==> config.mk <==
export PLATFORM = sky130hd
export DESIGN_NAME = key_beep
export DESIGN_NICKNAME = d
export VERILOG_FILES = /design/src/rtl/key_beep_pkg.sv /design/src/rtl/key_beep_tone.sv /design/src/rtl/key_beep.sv
export SDC_FILE = /design/constraint.sdc
export NUM_CORES = 1
export LEC_CHECK = 0
export CELL_PAD_IN_SITES_DETAIL_PLACEMENT = 1
export CELL_PAD_IN_SITES_GLOBAL_PLACEMENT = 2
export CORE_MARGIN = 8
export CORE_UTILIZATION = 35
export CTS_BUF_LIST = sky130_fd_sc_hd__clkbuf_16
export DETAILED_ROUTE_END_ITERATION = 16
export GPL_ROUTABILITY_DRIVEN = 0
export HOLD_SLACK_MARGIN = 0.02
export PLACE_DENSITY_LB_ADDON = 0.1
export SLEW_MARGIN = 5
export SYNTH_ARGS = -nofsm -noshare
export SYNTH_HDL_FRONTEND = slang
export SYNTH_SLANG_ARGS = --single-unit
==> constraint.sdc <==
create_clock -name clk -period 4.21 [get_ports clk]
set_input_delay 0.842 -clock clk [delete_from_list [all_inputs] [get_ports clk]]
set_output_delay 0.842 -clock clk [all_outputs]
set_load 0.02 [all_outputs]
==> src/rtl/key_beep_pkg.sv <==
// key_beep_pkg: shared FSM state type, default 50 MHz timing and counter width helper
package key_beep_pkg;
  typedef enum logic [1:0] {IDLE, BEEP, GAP} state_t;
  localparam int TONE_DIV_DEF = 12500;
  localparam int BEEP_CYC_DEF = 5000000;
  localparam int GAP_CYC_DEF  = 2500000;
  function automatic int cw(input int n);
    return (n > 1) ? $clog2(n) : 1;
  endfunction
endpackage

==> src/rtl/key_beep_tone.sv <==
// key_beep_tone: half-period toggle divider (clk, rst, clr forces high, en runs it, tone out; 0 when disabled)
module key_beep_tone
  import key_beep_pkg::*;
#(
  parameter int TONE_DIV = TONE_DIV_DEF
) (
  input  logic clk,
  input  logic rst,
  input  logic clr,
  input  logic en,
  output logic tone
);
  localparam int TW = cw(TONE_DIV);
  logic [TW-1:0] cnt_q, cnt_d;
  logic tone_q, tone_d, wrap;
  always_comb begin
    wrap   = cnt_q == TW'(TONE_DIV - 1);
    cnt_d  = (clr || !en || wrap) ? '0 : cnt_q + 1'b1;
    tone_d = clr ? 1'b1 : !en ? 1'b0 : wrap ? ~tone_q : tone_q;
  end
  always_ff @(posedge clk or posedge rst) begin
    if (rst) begin
      cnt_q  <= '0;
      tone_q <= 1'b0;
    end else begin
      cnt_q  <= cnt_d;
      tone_q <= tone_d;
    end
  end
  assign tone = tone_q;
endmodule

==> src/rtl/key_beep.sv <==
// key_beep: queues key-press pulses and plays one tone burst per press (keyN_in in; beep_out, busy, pend_cnt, drop out)
module key_beep
  import key_beep_pkg::*;
#(
  parameter int TONE_DIV = TONE_DIV_DEF,
  parameter int BEEP_CYC = BEEP_CYC_DEF,
  parameter int GAP_CYC  = GAP_CYC_DEF,
  parameter int QMAX     = 3,
  parameter int QW       = 2
) (
  input  logic          clk,
  input  logic          rst,
  input  logic          key1_in,
  input  logic          key2_in,
  input  logic          key3_in,
  output logic          beep_out,
  output logic          busy,
  output logic [QW-1:0] pend_cnt,
  output logic          drop
);
  localparam int DW = cw(BEEP_CYC > GAP_CYC ? BEEP_CYC : GAP_CYC);
  localparam int SW = QW + 2;
  state_t state_q, state_d;
  logic [DW-1:0] dur_q, dur_d;
  logic [QW-1:0] pend_q, pend_d;
  logic [SW-1:0] s;
  logic drop_q, drop_d, busy_q, busy_d;
  logic beep_end, gap_end, launch;
  always_comb begin
    beep_end = (state_q == BEEP) && (dur_q == DW'(BEEP_CYC - 1));
    gap_end  = (state_q == GAP) && (dur_q == DW'(GAP_CYC - 1));
    // launch looks only at the registered count, so same-cycle presses queue
    launch   = (pend_q != '0) && ((state_q == IDLE) || gap_end);
    s        = SW'(pend_q) + SW'(key1_in) + SW'(key2_in) + SW'(key3_in) - SW'(launch);
    pend_d   = (s > SW'(QMAX)) ? QW'(QMAX) : s[QW-1:0];
    drop_d   = s > SW'(QMAX);
    state_d  = launch ? BEEP : beep_end ? GAP : gap_end ? IDLE : state_q;
    dur_d    = ((state_d != state_q) || (state_q == IDLE)) ? '0 : dur_q + 1'b1;
    busy_d   = state_d != IDLE;
  end
  always_ff @(posedge clk or posedge rst) begin
    if (rst) begin
      state_q <= IDLE;
      dur_q   <= '0;
      pend_q  <= '0;
      drop_q  <= 1'b0;
      busy_q  <= 1'b0;
    end else begin
      state_q <= state_d;
      dur_q   <= dur_d;
      pend_q  <= pend_d;
      drop_q  <= drop_d;
      busy_q  <= busy_d;
    end
  end
  // tone only runs while the burst continues next cycle, so the last BEEP cycle hands off a silent GAP
  key_beep_tone #(.TONE_DIV(TONE_DIV)) u_tone (
    .clk (clk),
    .rst (rst),
    .clr (launch),
    .en  ((state_q == BEEP) && !beep_end),
    .tone(beep_out)
  );
  assign busy     = busy_q;
  assign pend_cnt = pend_q;
  assign drop     = drop_q;
endmodule

* After elaboration in Yosys (flattened, before gate mapping)
Cells that the tools add are included.
** Cells by class
- Add/sub/neg operators :: 6
- Magnitude comparators :: 1
- Equality and inequality tests :: 7
- Bitwise gates (word level) :: 1
- Reduce and logical (&&, ||, !) cells :: 13
- Muxes and demuxes :: 9
** Operator list (count)
- 23-bit by 1-bit adder with 23-bit output, second input constant :: 1
- 23-bit by 22-bit == test with 1-bit output, second input constant :: 1
- 23-bit == test, second input constant :: 1
- 23-bit 2-to-1 mux :: 1
- 14-bit by 1-bit adder with 14-bit output, second input constant :: 1
- 14-bit == test, second input constant :: 1
- 14-bit 2-to-1 mux :: 1
- 2-bit 2-to-1 mux :: 4
- 3-bit by 1-bit adder with 4-bit output :: 1
- 4-bit by 1-bit adder with 4-bit output :: 1
- 4-bit by 2-bit > comparator with 1-bit output, second input constant :: 1
- 1-bit logical AND :: 4
- 1-bit logical OR :: 4
- 2-bit nonzero test :: 2
- 4-bit by 1-bit subtractor with 4-bit output :: 1
- 2-bit by 1-bit adder with 3-bit output :: 1
- 1-bit 2-to-1 mux :: 3
- 3-bit by 2-bit inequality test with 1-bit output, second input constant :: 1
- 2-bit by 1-bit == test with 1-bit output, second input constant :: 1
- 2-bit == test, second input constant :: 1
- 1-bit logical NOT :: 2
- 2-bit logical NOT :: 1
- 2-bit inequality test :: 1
- 1-bit inverter :: 1
** Word-level totals
- Bits in registers :: 44
- Logic and storage cells :: 44
- Input port bits :: 5
- Output and inout bits :: 5

* Longest topological paths before layout
Gate-level depths: netlist of the first run.
- Depth in word-level cells :: 8
- Depth in mapped cells :: 15
- Gate-level depth less buffers :: 14

* Modules after synthesis
Synthesis of the first run repeated with hierarchy kept, for this count alone.
** Unflattened totals
- Cells, all modules :: 253
- Area, all modules :: 2468.6 um2
** By module, submodules not included
- key_beep :: sequential area each 725.7 um2, cells an instance 179, area an instance 1719.1 um2, times used 1
- key_beep_tone :: sequential area each 375.4 um2, cells an instance 74, area an instance 749.5 um2, times used 1

* Worst setup path before layout of the first run
OpenSTA, ideal clock, no wires.
- Path kind :: register -> register
- From :: register dur_q[6]
- To :: register pend_q[0] (netlist: pend_cnt[0])
- Required time :: 4.084 ns
- Arrival :: 3.260 ns
- Setup time :: 0.126 ns
- Buffers on the path :: 0
- Period minus slack after synthesis :: 3.386 ns
- Stages on the path, launching flop included :: 15
- Slack :: 0.824 ns
- Cells stage by stage :: dfrtp_1 -> nor4b_1 -> nand2_1 -> o32a_1 -> nor2_1 -> ha_1 -> fa_1 -> inv_1 -> ha_1 -> inv_1 -> fa_1 -> nor2b_1 -> a22oi_1 -> o22ai_1 -> nand2b_1
** Between the ends
- Longest elaborated chain between the ends :: 7
** RTL lines
- from (decl) :: line key_beep.sv:24 : logic [DW-1:0] dur_q, dur_d;
- from (signal assigned) :: line key_beep.sv:50 : dur_q <= dur_d;
- 23-bit by 22-bit == test with 1-bit output (*) :: line key_beep.sv:31 : gap_end = (state_q == GAP) && (dur_q == DW'(GAP_CYC - 1));
- 1-bit logical AND (*) :: line key_beep.sv:31
- 1-bit logical OR (*) :: line key_beep.sv:33 : launch = (pend_q != '0) && ((state_q == IDLE) || gap_end);
- 1-bit logical AND (*) :: line key_beep.sv:33
- 4-bit by 1-bit subtractor with 4-bit output (*) :: line key_beep.sv:34 : s = SW'(pend_q) + SW'(key1_in) + SW'(key2_in) + SW'(key3_in) - SW'(launch);
- 4-bit by 2-bit > comparator with 1-bit output :: line key_beep.sv:35 : pend_d = (s > SW'(QMAX)) ? QW'(QMAX) : s[QW-1:0];
- 2-bit 2-to-1 mux (*) :: line key_beep.sv:35
- net pend_d[0] :: line key_beep.sv:25 : logic [QW-1:0] pend_q, pend_d;
- to (signal assigned) :: line key_beep.sv:51 : pend_q <= pend_d;
- to (decl) :: line key_beep.sv:25
The timed path passes the listed nets; every way through them passes the cells marked *.
A chain may end at the register's enable or synchronous reset.

* Final worst setup path of the first run
- From :: register dur_q[6]
- To :: register pend_q[1] (netlist: pend_cnt[1])
The elaborated chain is that of the path after synthesis.

==> metrics.txt, run 1 <==
Required @ worst endpoint 4.38 ns; Resized cells post-CTS 0; area of the die 10100 um2; number of non-filler instances in the completed layout 362; IR Drop Worst-Case VDD 266 uV; CP startpoint dur_q[6]$_DFF_PP0_; largest net degree at the start of global routing 45; layout cells sized above 1 8.37%; CTS Hold Buffers Added 0; type of the most critical hold path reg2reg; number of global-route vias before repair 2081; Fin Clk Skew 0.00756 ns; area growth from synthesis to layout 14.8%; Tcrit/Tclk final 88.3%; wire length per cell after detailed routing 16.2 um; Slew HR 22.5%; filler cell count 807; highest clock rate 269 MHz; reg-to-reg critical path startpoint dur_q[6]$_DFF_PP0_; biggest fanout along the worst timing path 7; net switching power 245 uW; DPL Wire Length 4.07 mm; Combinational Power Share 11.7%; fraction of registers with async set/reset 100%; Cells after DPL 354; Core Util, Final 40.6%; wire length after detailed routing 5.86 mm; placed cell area 2660 um2; largest area contributor in the synthesized netlist sky130_fd_sc_hd__dfrtp_1; drt via density 5.33; cell row count 31; Setup Viol. Count Final 0; Net count, final 276; commonest register cell after synthesis sky130_fd_sc_hd__dfrtp_1; Worst-Margin Slew 1.16 ns; number of buffers on the longest clock path 2; total vias in the final route 1929; HP Start u_tone.cnt_q[0]$_DFF_PP0_; Root Driver sky130_fd_sc_hd__clkbuf_16; total leakage power 1.21 nW; total of flip-flops plus latches after synthesis 44; Mapped Area 2510 um2; sequential element share of the synthesized area 43.9%; dominant cells by area after synthesis sky130_fd_sc_hd__dfrtp_1 44%, sky130_fd_sc_hd__xor2_1 5.9%, sky130_fd_sc_hd__nand4_1 4.2%; clock latency on the worst-skew pair 0.29 ns; outcome finished clean; TritonCTS clock tree built; count of antenna-violating nets left after detailed routing 0; Setup Total Neg Slack 0 ns; final-report hold violation count 0; number of I/O pins 10; count of flip-flops with a built-in enable after synthesis 0; cell count after synthesis 254; post-synth top area share 43.9%; count of max-cap constraint violations 0; number of antenna violations at the first check in global routing 0; post-synthesis net count 268; Worst R2R Path Depth 14; sw frac 21.5%; clock transition at the registers of the reported paths 0.06 ns; crit path launch type register; die boundary width 101 um; yosys synthesis warning count 0; count of final max-slew check failures 0; vertical die dimension 101 um; number of antenna cells inserted 0; final instance area 2880 um2; proportion of power drawn by flip-flops and latches 38.8%; count of input and output buffers 9; initial core utilization 35.3%; CORE AREA 7100 um2; Residual DRC 0; total routing resource utilization after global routing 12.9%; power density cells 395 nW/um2; path type of the worst setup path reg2reg; 1st-pass router iterations 4; post-CTS setup buffer count 0; mean area per synthesized cell 9.87 um2; arrival time at the worst endpoint 3.89 ns; global-route wire length before repair 10.5 mm; global route total overflow 0; endpoint kind of the worst setup timing path register; setup repair after global routing missed its margin no; post-synth cell types 50; Iter 0 DRT Violations 62; Clk network pwr share 49.5%; number of sinks handled by clock tree synthesis 44; final critical path time including I/O delays and setup 3.72 ns; post-layout total power 1.14 mW; count of cells along the worst hold path 1; Internal Dissipation 894 uW; number of H-tree levels 2; number of buffers created by CTS 5
## per-layer routing
| layer | GRT usage, % | part of all wire [%] | vias up |
|---|---|---|---|
| met2 | 21.1 | 50 | 21 |
| met4 | 4.88 | 1.8 | 0 |
| li1 | - | - | 933 |
| met1 | 16.4 | 46 | 966 |
| met5 | 0 | 0 | - |
| met3 | 2.62 | 2.7 | 9 |
## cell families after synthesis
family | after synthesis | synth area share [%]
buffers and inverters | 27 | 5.59
adders and majority gates | 9 | 5.09
and+or+nand+nor | 100 | 24.0
DFF | 44 | 43.9
AOI/OAI and AO/OA | 51 | 13.4
xor gates and xnor gates | 23 | 8.03
## path summary, 6_finish.rpt
check	end	slack, ns
setup / recovery	pend_cnt[1]$_DFF_PP0_	0.49
hold / removal	u_tone.cnt_q[0]$_DFF_PP0_	0.49
setup reg to reg	pend_cnt[1]$_DFF_PP0_	0.49
hold reg to reg	u_tone.cnt_q[0]$_DFF_PP0_	0.49
max in group asynchronous	dur_q[5]$_DFF_PP0_	2.53
min in group asynchronous	u_tone.cnt_q[4]$_DFF_PP0_	1.09
## state kept, by name, indices dropped and copies added (netlist names)
name and cells:
busy 1, drop 1, dur_q 23, pend_cnt 2, state_q 2, u_tone.cnt_q 14
u_tone.tone 1
## power by group through the flow
stage | clock, mW | combinational (mW) | sequential (mW)
2_1_floorplan | 0 | 0.0753 | 0.462
3_3_place_gp | 0 | 0.135 | 0.451
3_5_place_dp | 0 | 0.139 | 0.450
4_1_cts | 0.579 | 0.140 | 0.442
5_1_grt | 0.592 | 0.159 | 0.443
6_report | 0.563 | 0.134 | 0.442
## layout by cell type (no fill, tap or decap), types with 10 or more instances in the layout
cell / count
sky130_fd_sc_hd__nand2_1: 12
sky130_fd_sc_hd__dfrtp_1: 44
sky130_fd_sc_hd__a21oi_1: 18
sky130_fd_sc_hd__inv_1: 15
sky130_fd_sc_hd__xor2_1: 17
sky130_fd_sc_hd__nor2_1: 16
sky130_fd_sc_hd__nand3_1: 10
sky130_fd_sc_hd__nand4_1: 17
## stage by stage
| stage | setup WS (ns) | hold slack, ns |
|---|---|---|
| floorplan | 0.824 | 0.448 |
| global placement | 0.521 | 0.475 |
| CTS | 0.452 | 0.491 |
| detailed placement | 0.478 | 0.482 |
| finish | 0.491 | 0.488 |
| global route | 0.0734 | 0.507 |
## synth_stat cells, types with 2 or more instances
master,n
sky130_fd_sc_hd__nand2b_1,2
sky130_fd_sc_hd__and2_1,2
sky130_fd_sc_hd__a21oi_1,18
sky130_fd_sc_hd__a22oi_1,9
sky130_fd_sc_hd__dfrtp_1,44
sky130_fd_sc_hd__o21ai_0,9
sky130_fd_sc_hd__or3_1,6
sky130_fd_sc_hd__and3_1,4
sky130_fd_sc_hd__fa_1,2
sky130_fd_sc_hd__xor2_1,17
sky130_fd_sc_hd__and4_1,3
sky130_fd_sc_hd__xnor2_1,6
sky130_fd_sc_hd__nand4b_1,2
sky130_fd_sc_hd__ha_1,7
sky130_fd_sc_hd__nor2_1,16
sky130_fd_sc_hd__nor2b_1,5
sky130_fd_sc_hd__or4_4,2
sky130_fd_sc_hd__nand3_1,10
sky130_fd_sc_hd__nand2_1,12
sky130_fd_sc_hd__buf_6,2
sky130_fd_sc_hd__nand4_1,17
sky130_fd_sc_hd__nor4_1,3
sky130_fd_sc_hd__o31ai_1,4
sky130_fd_sc_hd__or4_1,3
sky130_fd_sc_hd__buf_2,3
sky130_fd_sc_hd__buf_4,2
sky130_fd_sc_hd__o22ai_1,2
sky130_fd_sc_hd__inv_1,16
sky130_fd_sc_hd__nor4b_1,5
## critical path, cell delays in order (launching register included)
cell and delay (ns):
sky130_fd_sc_hd__dfrtp_1 0.46, sky130_fd_sc_hd__nor4b_1 0.46, sky130_fd_sc_hd__nand2_1 0.18, sky130_fd_sc_hd__o32a_1 0.40, sky130_fd_sc_hd__nor2_1 0.11, sky130_fd_sc_hd__ha_1 0.24, sky130_fd_sc_hd__fa_1 0.43, sky130_fd_sc_hd__inv_1 0.07
sky130_fd_sc_hd__ha_1 0.18, sky130_fd_sc_hd__inv_1 0.06, sky130_fd_sc_hd__fa_1 0.41, sky130_fd_sc_hd__nor2b_1 0.17, sky130_fd_sc_hd__a22oi_1 0.11, sky130_fd_sc_hd__o22ai_1 0.24, sky130_fd_sc_hd__nand2_1 0.08
## area by class of cell
| type | count | area (um2) | share of cell area, % |
|---|---|---|---|
| clock buffer | 5 | 125 | 4.35 |
| clock inverter | 3 | 90.1 | 3.13 |
| inverter | 16 | 60.1 | 2.09 |
| timing repair buffer | 12 | 113 | 3.91 |
| multi-input combinational | 183 | 1270 | 44.0 |
| tap | 99 | 124 | 4.30 |
| sequential | 44 | 1100 | 38.2 |
Note: power is estimated with default switching activity, not from simulation.
==> inputs of run 2 (changes only) <==
- CORE_UTILIZATION: 35 -> 39
- GPL_TIMING_DRIVEN: default -> 0
==> run 2 against run 1 <==
Effect of this change:
- clock skew down 0.00077 ns
- power down 9.7%
- clock power down 19%
- cell count decreased by 3.6%
- maximum frequency is 2.6% lower
- core utilization rose by 5.4 points
- critical path depth did not move
- worst setup slack got worse by 0.099 ns
- die area decreased by 8.7%
- non-clock buffer count grew 9
- sequential power is essentially flat
- critical path type unchanged
- hold slack better by 0.0032 ns
==> metrics.txt, run 2 (synthesis results as in run 1) <==
most frequent cells in the layout 44 x sky130_fd_sc_hd__dfrtp_1, 18 x sky130_fd_sc_hd__a21oi_1, 17 x sky130_fd_sc_hd__nand4_1, 17 x sky130_fd_sc_hd__xor2_1, 16 x sky130_fd_sc_hd__nor2_1 (unchanged); Core Util, Final 46.0% (was 40.6%); Resized cells post-CTS 0 (unchanged); Setup Viol. Count Final 0 (unchanged); drt via density 5.64 (was 5.33); filler cell count 729 (was 807); cell row count 29 (was 31); proportion of power drawn by flip-flops and latches 42.9% (was 38.8%); clock transition at the registers of the reported paths 0.06 ns (about the same); number of buffers on the longest clock path 2 (unchanged); Worst-Margin Slew 0.722 ns (was 1.16 ns); count of input and output buffers 9 (unchanged); reg-to-reg critical path startpoint dur_q[6]$_DFF_PP0_ (unchanged); Clk network pwr share 44.1% (was 49.5%); final critical path time including I/O delays and setup 3.82 ns (was 3.72 ns); endpoint kind of the worst setup timing path register (unchanged); TritonCTS clock tree built (unchanged); Fin Hold WS 0.491 ns (was 0.488 ns); post-layout total power 1.03 mW (was 1.14 mW); CTS Hold Buffers Added 0 (unchanged); Top Registers dur_q x23, u_tone.cnt_q x14 (unchanged); die boundary width 96.2 um (was 101 um); number of sinks handled by clock tree synthesis 44 (unchanged); global-route wire length before repair 10.5 mm (about the same); outcome finished clean (unchanged); Fin Clk Skew 0.00679 ns (was 0.00756 ns); Internal Dissipation 776 uW (was 894 uW); count of antenna-violating nets left after detailed routing 0 (unchanged); number of buffers created by CTS 5 (unchanged); final-report hold violation count 0 (unchanged); highest clock rate 262 MHz (was 269 MHz); area growth from synthesis to layout 15.1% (was 14.8%); HP Start u_tone.cnt_q[0]$_DFF_PP0_ (unchanged); register ranked first by flip-flop count dur_q (unchanged); Slew HR 51.4% (was 22.5%); layout cells sized above 1 11.0% (was 8.37%); Net count, final 285 (was 276); Root Driver sky130_fd_sc_hd__clkbuf_16 (unchanged); global route total overflow 0 (unchanged); worst-case setup margin in the final layout 0.392 ns (was 0.491 ns); vertical die dimension 96.2 um (was 101 um); Residual DRC 0 (unchanged); Setup Total Neg Slack 0 ns (unchanged); setup repair after global routing missed its margin no (unchanged); power density cells 356 nW/um2 (was 395 nW/um2); IR Drop Worst-Case VDD 196 uV (was 266 uV); number of H-tree levels 2 (unchanged); number of antenna cells inserted 0 (unchanged); number of antenna violations at the first check in global routing 0 (unchanged); setup slack after placement 0.382 ns (was 0.478 ns); largest net degree at the start of global routing 36 (was 45); most frequent standard cell in the layout excluding fill and tap cells sky130_fd_sc_hd__dfrtp_1 (unchanged); sw frac 24.5% (was 21.5%); count of final max-slew check failures 0 (unchanged); crit path launch type register (unchanged); area of the die 9250 um2 (was 10100 um2); post-CTS setup buffer count 0 (unchanged); 1st-pass router iterations 4 (unchanged); Combinational Power Share 13.0% (was 11.7%); initial core utilization 39.9% (was 35.3%); wire length after detailed routing 5.90 mm (was 5.86 mm); net switching power 252 uW (was 245 uW); total vias in the final route 1970 (was 1929); type of the most critical hold path reg2reg (unchanged); total leakage power 1.23 nW (was 1.21 nW); number of I/O pins 10 (unchanged); Required @ worst endpoint 4.38 ns (about the same); biggest fanout along the worst timing path 7 (unchanged); number of flip-flops in the largest register 23 (unchanged); CORE AREA 6280 um2 (was 7100 um2); Iter 0 DRT Violations 80 (was 62); total routing resource utilization after global routing 14.6% (was 12.9%); number of global-route vias before repair 2093 (was 2081); CP startpoint dur_q[6]$_DFF_PP0_ (unchanged); wire length per cell after detailed routing 16.9 um (was 16.2 um); arrival time at the worst endpoint 3.98 ns (was 3.89 ns); path type of the worst setup path reg2reg (unchanged); clock latency on the worst-skew pair 0.29 ns (about the same); Tcrit/Tclk final 90.7% (was 88.3%); DPL Wire Length 4.33 mm (was 4.07 mm); count of max-cap constraint violations 0 (unchanged)
==> run 2: metal layers <==
layer | track usage, % | share of wire [%] | vias to the layer above
li1 | - | - | 963
met1 | 19.5 | 49 | 981
met2 | 22.8 | 47 | 21
met3 | 3.28 | 2.9 | 5
met4 | 4.74 | 1.3 | 0
met5 | 0 | 0 | -
==> run 2: worst paths after layout <==
| kind | slack, ns | to | depth (start not counted) |
|---|---|---|---|
| worst min-delay path | 0.49 | u_tone.cnt_q[0]$_DFF_PP0_ | 1 |
| worst max-delay path | 0.39 | pend_cnt[1]$_DFF_PP0_ | 14 |
| max in group asynchronous | 2.96 | dur_q[17]$_DFF_PP0_ | 3 |
| worst min register to register | 0.49 | u_tone.cnt_q[0]$_DFF_PP0_ | 1 |
| min in group asynchronous | 0.79 | u_tone.cnt_q[4]$_DFF_PP0_ | 2 |
| worst max register to register | 0.39 | pend_cnt[1]$_DFF_PP0_ | 14 |
==> run 2: worst max-delay path, cell delays in order, from the launching register on <==
cell and delay [ns]:
sky130_fd_sc_hd__dfrtp_1 0.48, sky130_fd_sc_hd__nor4b_1 0.47, sky130_fd_sc_hd__nand2_1 0.18, sky130_fd_sc_hd__o32a_1 0.41
sky130_fd_sc_hd__nor2_1 0.11, sky130_fd_sc_hd__ha_1 0.25, sky130_fd_sc_hd__fa_1 0.43, sky130_fd_sc_hd__inv_1 0.06
sky130_fd_sc_hd__ha_1 0.18, sky130_fd_sc_hd__inv_1 0.06, sky130_fd_sc_hd__fa_1 0.41, sky130_fd_sc_hd__nor2b_1 0.17
sky130_fd_sc_hd__a22oi_1 0.10, sky130_fd_sc_hd__o22ai_1 0.28, sky130_fd_sc_hd__nand2_1 0.10
==> run 2: power groups by stage <==
stage | Clock (mW) | Combinational [mW] | Sequential (mW)
5_1_grt | 0.484 | 0.157 | 0.444
6_report | 0.454 | 0.133 | 0.441
4_1_cts | 0.467 | 0.139 | 0.442
2_1_floorplan | 0 | 0.0753 | 0.462
3_5_place_dp | 0 | 0.138 | 0.450
3_3_place_gp | 0 | 0.131 | 0.450
==> run 2: metrics by stage <==
stage,area [um2],std cells
CTS,2890,349
global route,2890,349
finish,2890,349
global placement,2690,340
detailed placement,2710,341
floorplan,2510,254
==> run 2: cell type report <==
class	count	area (um2)	share of cell area, %
multi-input cells	183	1270	43.9
flip-flops and latches	44	1100	38.2
clock buffers	5	125	4.34
repair buffers	10	110	3.82
well taps	77	96.3	3.34
plain buffers	11	80.1	2.78
inverters	16	60.1	2.08
clock inverters	3	46.3	1.60
